$ cat src/rtl/vc_pkg.sv
// Shared constants and types for the Voice Corruptor phase timing blocks.
package vc_pkg;

  localparam int unsigned CNT_W_DEF = 16;

  // Phase codes, identical to the corruptor FSM encoding
  localparam logic [1:0] PH_A  = 2'b00;
  localparam logic [1:0] PH_AB = 2'b01;
  localparam logic [1:0] PH_B  = 2'b10;
  localparam logic [1:0] PH_BA = 2'b11;

  typedef enum logic [1:0] {
    IDLE = 2'd0,
    RUN  = 2'd1,
    WAIT = 2'd2
  } timer_state_t;

endpackage

$ cat src/rtl/vc_onehot_enc.sv
// Maps the four phase enables to a phase code plus valid / multi-hot flags.
module vc_onehot_enc
  import vc_pkg::*;
(
  input  logic       a_en,
  input  logic       ab_en,
  input  logic       b_en,
  input  logic       ba_en,
  output logic       valid_c,
  output logic [1:0] code_c,
  output logic       multi_c
);

  logic [2:0] n_hot;

  // Population count and code selection; code is only meaningful when valid_c
  always_comb begin
    n_hot   = 3'(a_en) + 3'(ab_en) + 3'(b_en) + 3'(ba_en);
    valid_c = (n_hot == 3'd1);
    multi_c = (n_hot > 3'd1);
    code_c  = PH_A;
    if (ab_en)      code_c = PH_AB;
    else if (b_en)  code_c = PH_B;
    else if (ba_en) code_c = PH_BA;
  end

endmodule

$ cat src/rtl/vc_phase_timer.sv
// Per-phase sample timer: counts ticks in the active phase and emits that
// phase's one-cycle terminal pulse when its latched length expires.
module vc_phase_timer
  import vc_pkg::*;
#(
  parameter int unsigned CNT_W = CNT_W_DEF
) (
  input  logic             clk,
  input  logic             rst_n,
  input  logic             tick,
  input  logic             A_en,
  input  logic             AB_en,
  input  logic             B_en,
  input  logic             BA_en,
  input  logic [CNT_W-1:0] len_a,
  input  logic [CNT_W-1:0] len_ab,
  input  logic [CNT_W-1:0] len_b,
  input  logic [CNT_W-1:0] len_ba,
  output logic             countA,
  output logic             countAB,
  output logic             countB,
  output logic             countBA,
  output logic [1:0]       phase,
  output logic [CNT_W-1:0] elapsed,
  output logic             err
);

  logic             valid_c;
  logic             multi_c;
  logic [1:0]       code_c;
  logic             code_match_c;
  logic [CNT_W-1:0] len_sel_c;

  timer_state_t     state;
  logic [CNT_W-1:0] counter;
  logic [CNT_W-1:0] len_lat;
  logic [3:0]       pulse;

  vc_onehot_enc u_enc (
    .a_en    (A_en),
    .ab_en   (AB_en),
    .b_en    (B_en),
    .ba_en   (BA_en),
    .valid_c (valid_c),
    .code_c  (code_c),
    .multi_c (multi_c)
  );

  // Length of the phase currently requested by the enables
  always_comb begin
    len_sel_c = len_a;
    case (code_c)
      PH_A:    len_sel_c = len_a;
      PH_AB:   len_sel_c = len_ab;
      PH_B:    len_sel_c = len_b;
      PH_BA:   len_sel_c = len_ba;
      default: len_sel_c = len_a;
    endcase
  end

  assign code_match_c = valid_c && (code_c == phase);

  // Timer FSM: load on a valid code, count ticks, pulse, then wait for the FSM to move on
  always_ff @(posedge clk) begin
    if (!rst_n) begin
      state   <= IDLE;
      counter <= '0;
      len_lat <= CNT_W'(1);
      pulse   <= '0;
      phase   <= PH_A;
      err     <= 1'b0;
    end else begin
      pulse <= '0;
      err   <= err | multi_c;
      case (state)
        IDLE: begin
          counter <= '0;
          if (valid_c) begin
            phase   <= code_c;
            len_lat <= (len_sel_c == '0) ? CNT_W'(1) : len_sel_c;
            state   <= RUN;
          end
        end
        RUN: begin
          if (!code_match_c) begin
            state   <= IDLE;
            counter <= '0;
          end else if (tick) begin
            if (counter == len_lat - CNT_W'(1)) begin
              counter      <= '0;
              pulse[phase] <= 1'b1;
              state        <= WAIT;
            end else begin
              counter <= counter + CNT_W'(1);
            end
          end
        end
        WAIT: begin
          counter <= '0;
          if (!code_match_c) state <= IDLE;
        end
        default: begin
          state   <= IDLE;
          counter <= '0;
        end
      endcase
    end
  end

  assign countA  = pulse[PH_A];
  assign countAB = pulse[PH_AB];
  assign countB  = pulse[PH_B];
  assign countBA = pulse[PH_BA];
  assign elapsed = counter;

endmodule

$ cat config.mk
export PLATFORM = sky130hd
export DESIGN_NAME = vc_phase_timer
export DESIGN_NICKNAME = d
export VERILOG_FILES = /design/src/rtl/vc_pkg.sv /design/src/rtl/vc_onehot_enc.sv /design/src/rtl/vc_phase_timer.sv
export SDC_FILE = /design/constraint.sdc
export NUM_CORES = 1
export LEC_CHECK = 0
export CAP_MARGIN = 5
export CORE_UTILIZATION = 50
export CTS_CLUSTER_DIAMETER = 60
export DETAILED_ROUTE_END_ITERATION = 8
export MAX_ROUTING_LAYER = met4
export PLACE_DENSITY = 0.89
export SYNTH_ARGS = -nofsm -noshare
export SYNTH_HDL_FRONTEND = slang
export SYNTH_SLANG_ARGS = --single-unit
$ cat constraint.sdc
create_clock -name clk -period 7 [get_ports clk]
set_input_delay 1.4 -clock clk [delete_from_list [all_inputs] [get_ports clk]]
set_output_delay 1.4 -clock clk [all_outputs]
set_load 0.02 [all_outputs]
Word-level counts from Yosys, hierarchy flattened
Cells that the tools add are included.
{"block": "word_totals", "latch_bits": 0, "out_inout_bits": 23, "inputBits": 71, "memories": 0, "mem_bits_rw": 0, "mem_bits_ro": 0, "wordCells": 50, "regBits": 41}
{"block": "classes", "reduce_logical": 9, "mux": 14, "n_mul": 0, "div_mod_pow": 0, "magnitude_cmp": 3, "shift": 0, "add_sub_neg": 5, "n_eq_ne": 12, "bitwise": 1}
{"op": "16-bit one-hot mux with 4 select lines", "count": 1}
{"op": "16-bit two-way mux", "count": 2}
{"op": "16-bit by 1-bit adder with 16-bit output (second input constant)", "count": 1}
{"op": "16-bit equality test", "count": 1}
{"op": "16-bit logical NOT", "count": 1}
{"op": "2-bit two-way mux", "count": 8}
{"op": "16-bit by 1-bit subtractor with 16-bit output (second input constant)", "count": 1}
{"op": "3-bit by 1-bit adder with 3-bit output", "count": 2}
{"op": "2-bit equality test (second input constant)", "count": 3}
{"op": "3-bit != test (second input constant)", "count": 2}
{"op": "2-bit one-hot mux with 3 select lines", "count": 1}
{"op": "5-bit AND reduction", "count": 1}
{"op": "2-bit by 1-bit equality test with 1-bit output (second input constant)", "count": 2}
{"op": "2-bit logical NOT", "count": 2}
{"op": "2-bit != test (second input constant)", "count": 2}
{"op": "4-bit AND reduction", "count": 1}
{"op": "3-bit by 1-bit equality test with 1-bit output (second input constant)", "count": 1}
{"op": "3-bit by 1-bit greater-than comparator with 1-bit output (second input constant)", "count": 1}
{"op": "2-bit by 3-bit < comparator with 1-bit output (second input constant)", "count": 1}
{"op": "3-bit AND reduction", "count": 1}
{"op": "1-bit by 1-bit adder with 2-bit output", "count": 1}
{"op": "1-bit demux with 2-bit select", "count": 1}
{"op": "2-bit equality test", "count": 1}
{"op": "2-bit by 1-bit >= comparator with 1-bit output (second input constant)", "count": 1}
{"op": "other kinds (4)", "count": 5}

Logic depth before layout (Yosys ltp)
{"block": "depth", "word_depth": 7, "mapped_depth": 12, "mapped_depth_nobuf": 10}

Modules after synthesis
Synthesis repeated with hierarchy kept, for this count alone.
{"block": "unflattened", "hier_cells": 304, "hier_area_um2": 2723.9}
{"module": "vc_phase_timer", "seq_area_each_um2": 820.8, "area_per_inst_um2": 2638.8, "n_inst": 1, "cells_each": 294}
{"module": "vc_onehot_enc", "seq_area_each_um2": 0.0, "area_per_inst_um2": 85.1, "n_inst": 1, "cells_each": 10}

Least setup slack after synthesis
No wires, ideal clock.
{"block": "synth_path", "path_type": "input -> register", "start": "in BA_en", "end": "reg len_lat[4]", "t_required_ns": 6.884, "setup_ns": 0.116, "n_path_buf": 3, "setup_slack_ns": 2.423, "arrival_time_ns": 4.460, "cell_stages": 10, "cell_sequence": "clkbuf_1 > clkbuf_1 > inv_1 > fa_1 > ha_1 > nor3_1 > nor3b_1 > clkbuf_1 > o211ai_1 > o211a_1"}
{"block": "synth_between", "elab_chain_cells": 7, "elab_cells_between_ends": 13, "cone_classes": "add/sub (1); eq/ne (4); mux (5); reduce/logical (3)"}
{"element": "start, declared", "line": "vc_phase_timer.sv:14", "rtl": "input logic BA_en,"}
{"element": "2-bit two-way mux", "line": "vc_onehot_enc.sv:24", "rtl": "else if (ba_en) code_c = PH_BA;"}
{"element": "2-bit two-way mux", "line": "vc_onehot_enc.sv:23", "rtl": "else if (b_en) code_c = PH_B;"}
{"element": "2-bit two-way mux", "line": "vc_onehot_enc.sv:22", "rtl": "if (ab_en) code_c = PH_AB;"}
{"element": "2-bit equality test, or another cell as far along", "line": "vc_phase_timer.sv:52", "rtl": "case (code_c)"}
{"element": "16-bit one-hot mux with 4 select lines", "line": "vc_phase_timer.sv:52"}
{"element": "16-bit logical NOT", "line": "vc_phase_timer.sv:80", "rtl": "len_lat <= (len_sel_c == '0) ? CNT_W'(1) : len_sel_c;"}
{"element": "16-bit two-way mux", "line": "vc_phase_timer.sv:80"}
{"element": "end signal, assigned", "line": "vc_phase_timer.sv:80"}
{"element": "end, declared", "line": "vc_phase_timer.sv:36", "rtl": "logic [CNT_W-1:0] len_lat;"}
Several ways; a longest one is shown, not always the timed one.
A chain may end at the register's enable or synchronous reset.

Worst setup path in the final report
{"block": "layout_path", "start": "in BA_en", "end": "reg len_lat[0]"}
Same word-level chain as after synthesis.

==> key figures <==
Run status
  • Run status: finished clean

Floorplanning
  • Width of the die: 78.4 µm
  • Die span in y: 78.4 µm
  • I/O pins: 94
  • Area of the die: 0.00615 mm²
  • Initial cell density of the core: 52.4%
  • Area of the core: 0.00557 mm²
  • Row count: 27

Drt
  • Number of vias per cell: 5.88
  • Via count: 3048
  • Number of search-and-repair iterations in the first detailed-routing pass: 4
  • Initial drt markers: 196
  • Routed length per placed instance: 15.6 µm
  • DRC Markers: 0
  • Number of nets with antenna violations after routing: 0
  • Total wire length: 8.07 mm

Clocking
  • TritonCTS Sinks: 41
  • Post-CTS Setup Inserts: 0
  • CTS H-Tree Depth: 2
  • Number of hold-repair buffers added at the cts stage: 0
  • Clock Tree Root: clkbuf_8
  • Insertion delay of the later-clocked pin in the worst-skew pair: 0.30 ns
  • Clock-pin slew of the registers on the worst-case setup and hold paths: 0.08 ns
  • CTS tree: yes
  • CTS buffer count: 5
  • Number of cells upsized or downsized after cts: 0
  • Maximum buffer depth of the clock tree: 2

Final layout
  • Antenna cell count: 0
  • Share of final-layout standard cells stronger than drive strength 1: 5.83%
  • Area Overhead vs Synth: 36.5%
  • Fill cell count: 438
  • Final Net Count: 522
  • Post-layout instance area: 0.00399 mm²

Global routing
  • Vias in the first global route: 2925
  • Grt met2 use: 49.3%
  • Global-route wire length before repair: 13.3 mm
  • Met1 Resource Use GR: 30.1%
  • Global router's overall resource usage: 27.9%
  • Met3 track demand over resource: 5.70%
  • Layer carrying the most global-route usage: met2
  • Total gr overflow: 0
  • Pin count of the biggest net entering global routing: 44
  • Initial antenna violation count: 0

STA
  • Number of max-slew violations in the final report: 0
  • Normalized max-slew margin: 33.0%
  • Final-layout setup total negative slack: 0 ns
  • Fin Clk Skew: 0.00348 ns
  • Highest clock rate: 199 MHz
  • Setup violators final: 0
  • Pin slew with the least headroom to its limit: 1.00 ns
  • Worst Setup Slack, final: 1.97 ns
  • Portion of the clock cycle consumed by the worst path in the final layout: 71.8%
  • Post-route minimum period: 5.03 ns
  • Count of endpoints failing hold in the final timing report: 0
  • Worst slack on hold paths: 0.477 ns
  • Setup repair after global routing missed its margin: no

Logic synthesis
  • Sequential area share after synthesis: 28.1%
  • Unique cell type count in the Yosys netlist: 57
  • Per-instance average area after synthesis: 8.03 µm²
  • Post-synthesis compound-gate area fraction: 19.7%
  • Post-synthesis instance area: 0.00292 mm²
  • Synthesized net count: 441
  • Post-synthesis mux area share: 6.90%
  • Syn. warnings: 0
  • Share of async-settable or async-resettable flops after synthesis: 0%
  • Combinational family with the most area after synthesis: simple AND/OR/NAND/NOR gates
  • Synthesized-area fraction occupied by adder cells: 2.83%
  • Most frequently used flop master after synthesis: dfxtp_1
  • Fraction of synthesized cell area in xor and xnor cells: 9.29%
  • Count of mapped cells out of synthesis: 364
  • Area share of and/or/nand/nor cells after synthesis: 28.1%
  • Count of flip-flops with a built-in enable after synthesis: 0
  • Yosys reg bits: 41

Pwr
  • IR drop worst, VDD: 122 µV
  • Leakage power total: 0.00160 µW
  • Pwr Density: 180 mW/mm²

Setup path
  • Cells traversed along the worst timing path: clkdlybuf4s50_1 > inv_1 > fa_1 > ha_1 > nor3_1 > nor3b_2 > buf_4 > o211ai_1 > a31oi_1 > o21ai_0
  • CP max stage cell: clkdlybuf4s50_1
  • Classification of the worst setup path: in -> reg
  • Arrival time worst endpoint: 5.18 ns
  • Critical path peak fanout: 20
  • Slowest cell delay on critical path: 1.13 ns
  • Critical path launch point type: primary input
  • Sort of element at the end of the critical path: flop
  • WP buf/inv: 3
  • Cell family contributing the most delay on the critical path: buffers and inverters
  • WP data required: 7.15 ns

Place
  • RePlAce Congestion: 0.858
  • Worst slack at placement: 1.67 ns
  • Buffers on Ports: 93
  • Final HPWL from detailed placement: 6.31 mm
  • Post-detailed-placement cell area: 0.00387 mm²

Run
  • Max-capacitance violation count: 0

Hold path
  • HP Class: reg -> reg
## power breakdown
group	internal (µW)	switching, µW	leakage (µW)
registers	249	31.3	0.000333
logic	118	118	0.00121
clock network	116	84.8	0.0000585
## registers in the layout, indices dropped and copies added, names as in the netlist
signal,count
pulse,4
err,1
phase,2
elapsed,16
len_lat,16
state,2
## cells in the final DEF, fill, tap and decap left out, types with 4 or more instances in the layout
| master | instances |
|---|---|
| xnor2_1 | 13 |
| nor2_1 | 29 |
| clkdlybuf4s50_1 | 93 |
| or3_1 | 4 |
| mux2i_1 | 19 |
| xor2_1 | 18 |
| dfxtp_1 | 41 |
| and3_1 | 4 |
| o21ai_0 | 11 |
| o211a_1 | 11 |
| nor3_1 | 21 |
| clkbuf_8 | 6 |
| ha_1 | 5 |
| buf_4 | 4 |
| nor4_1 | 6 |
| inv_1 | 12 |
| nand4_1 | 8 |
| nand2_1 | 37 |
| o211ai_1 | 14 |
| a21oi_1 | 26 |
| nor2b_1 | 5 |
| nand3_1 | 10 |
## metal layers
layer	wire (µm)	vias up	part of all wire [%]
met5	0	-	0
met4	266	0	3.3
met3	538	26	6.7
met2	3990	145	49
met1	3270	1390	41
li1	-	1487	-
## worst register-to-register path: stages, from the launching register on
cell,delay [ns]
dfxtp_1,0.39
inv_1,0.13
ha_1,0.31
nor4b_4,0.36
nand3b_1,0.12
a2111oi_1,0.41
a211oi_1,0.16
or3_1,0.51
nor3_4,0.60
nor4b_4,0.30
## synth_stat cells (all sizes together) (2+ instances only)
cell type	number	area, µm²
dfxtp	41	821
nand2	37	139
nor2	29	109
a21oi	26	130
nor3	24	148
mux2i	19	190
xor2	18	158
clkbuf	17	63.8
o211ai	14	105
xnor2	13	114
inv	12	45.0
nand3	11	60.1
o211a	11	110
o21ai	11	55.1
nand4	8	50.1
buf	6	42.5
nor4	6	37.5
ha	5	62.6
nor2b	5	31.3
and3	4	25.0
or3	4	25.0
a2111oi	2	18.8
a211oi	2	15.0
a31oi	2	12.5
and4	2	17.5
and4b	2	20.0
nand2b	2	12.5
nand3b	2	15.0
nor3b	2	15.0
nor4b	2	47.6
o21bai	2	15.0
o22ai	2	12.5
o31a	2	17.5
o31ai	2	15.0
or2	2	12.5
## stage by stage
stage                     total power [µW]  utilization (%)  std cells
after global placement                 508             69.5        510
after detailed placement               518             69.5        510
after global routing                   753             71.5        518
final                                  718             71.5        518
after floorplan                        437                -        364
after CTS                              716             71.5        518
## worst paths after layout
check	start	endpoint	slack (ns)	cells past startpoint
max	BA_en	len_lat[0]$_SDFFE_PN1P_	1.97	10
min	err$_SDFF_PN0_	err$_SDFF_PN0_	0.48	2
max reg2reg	len_lat[0]$_SDFFE_PN1P_	pulse[0]$_SDFF_PN0_	3.62	9
min reg2reg	err$_SDFF_PN0_	err$_SDFF_PN0_	0.48	2
## kinds of logic (layout without fill, tap and decap cells)
kind of cell    after synthesis  in the layout
fa+ha+maj                     6              6
xor+xnor                     31             31
mux                          20             20
compound gates               83             83
flops                        41             41
buf+inv                      35            117
simple gates                148            148
## layout make-up
class                      count  area (µm²)  area share (%)
clock buffer                   7        86.3            2.17
clock inverter                 1        30.0           0.753
inverter                      12        45.0            1.13
multi-input combinational    288        1950            49.0
sequential                    41         821            20.6
tap                           72        90.1            2.26
timing repair buffer          97         961            24.1
(Power assumes the default switching activity.)
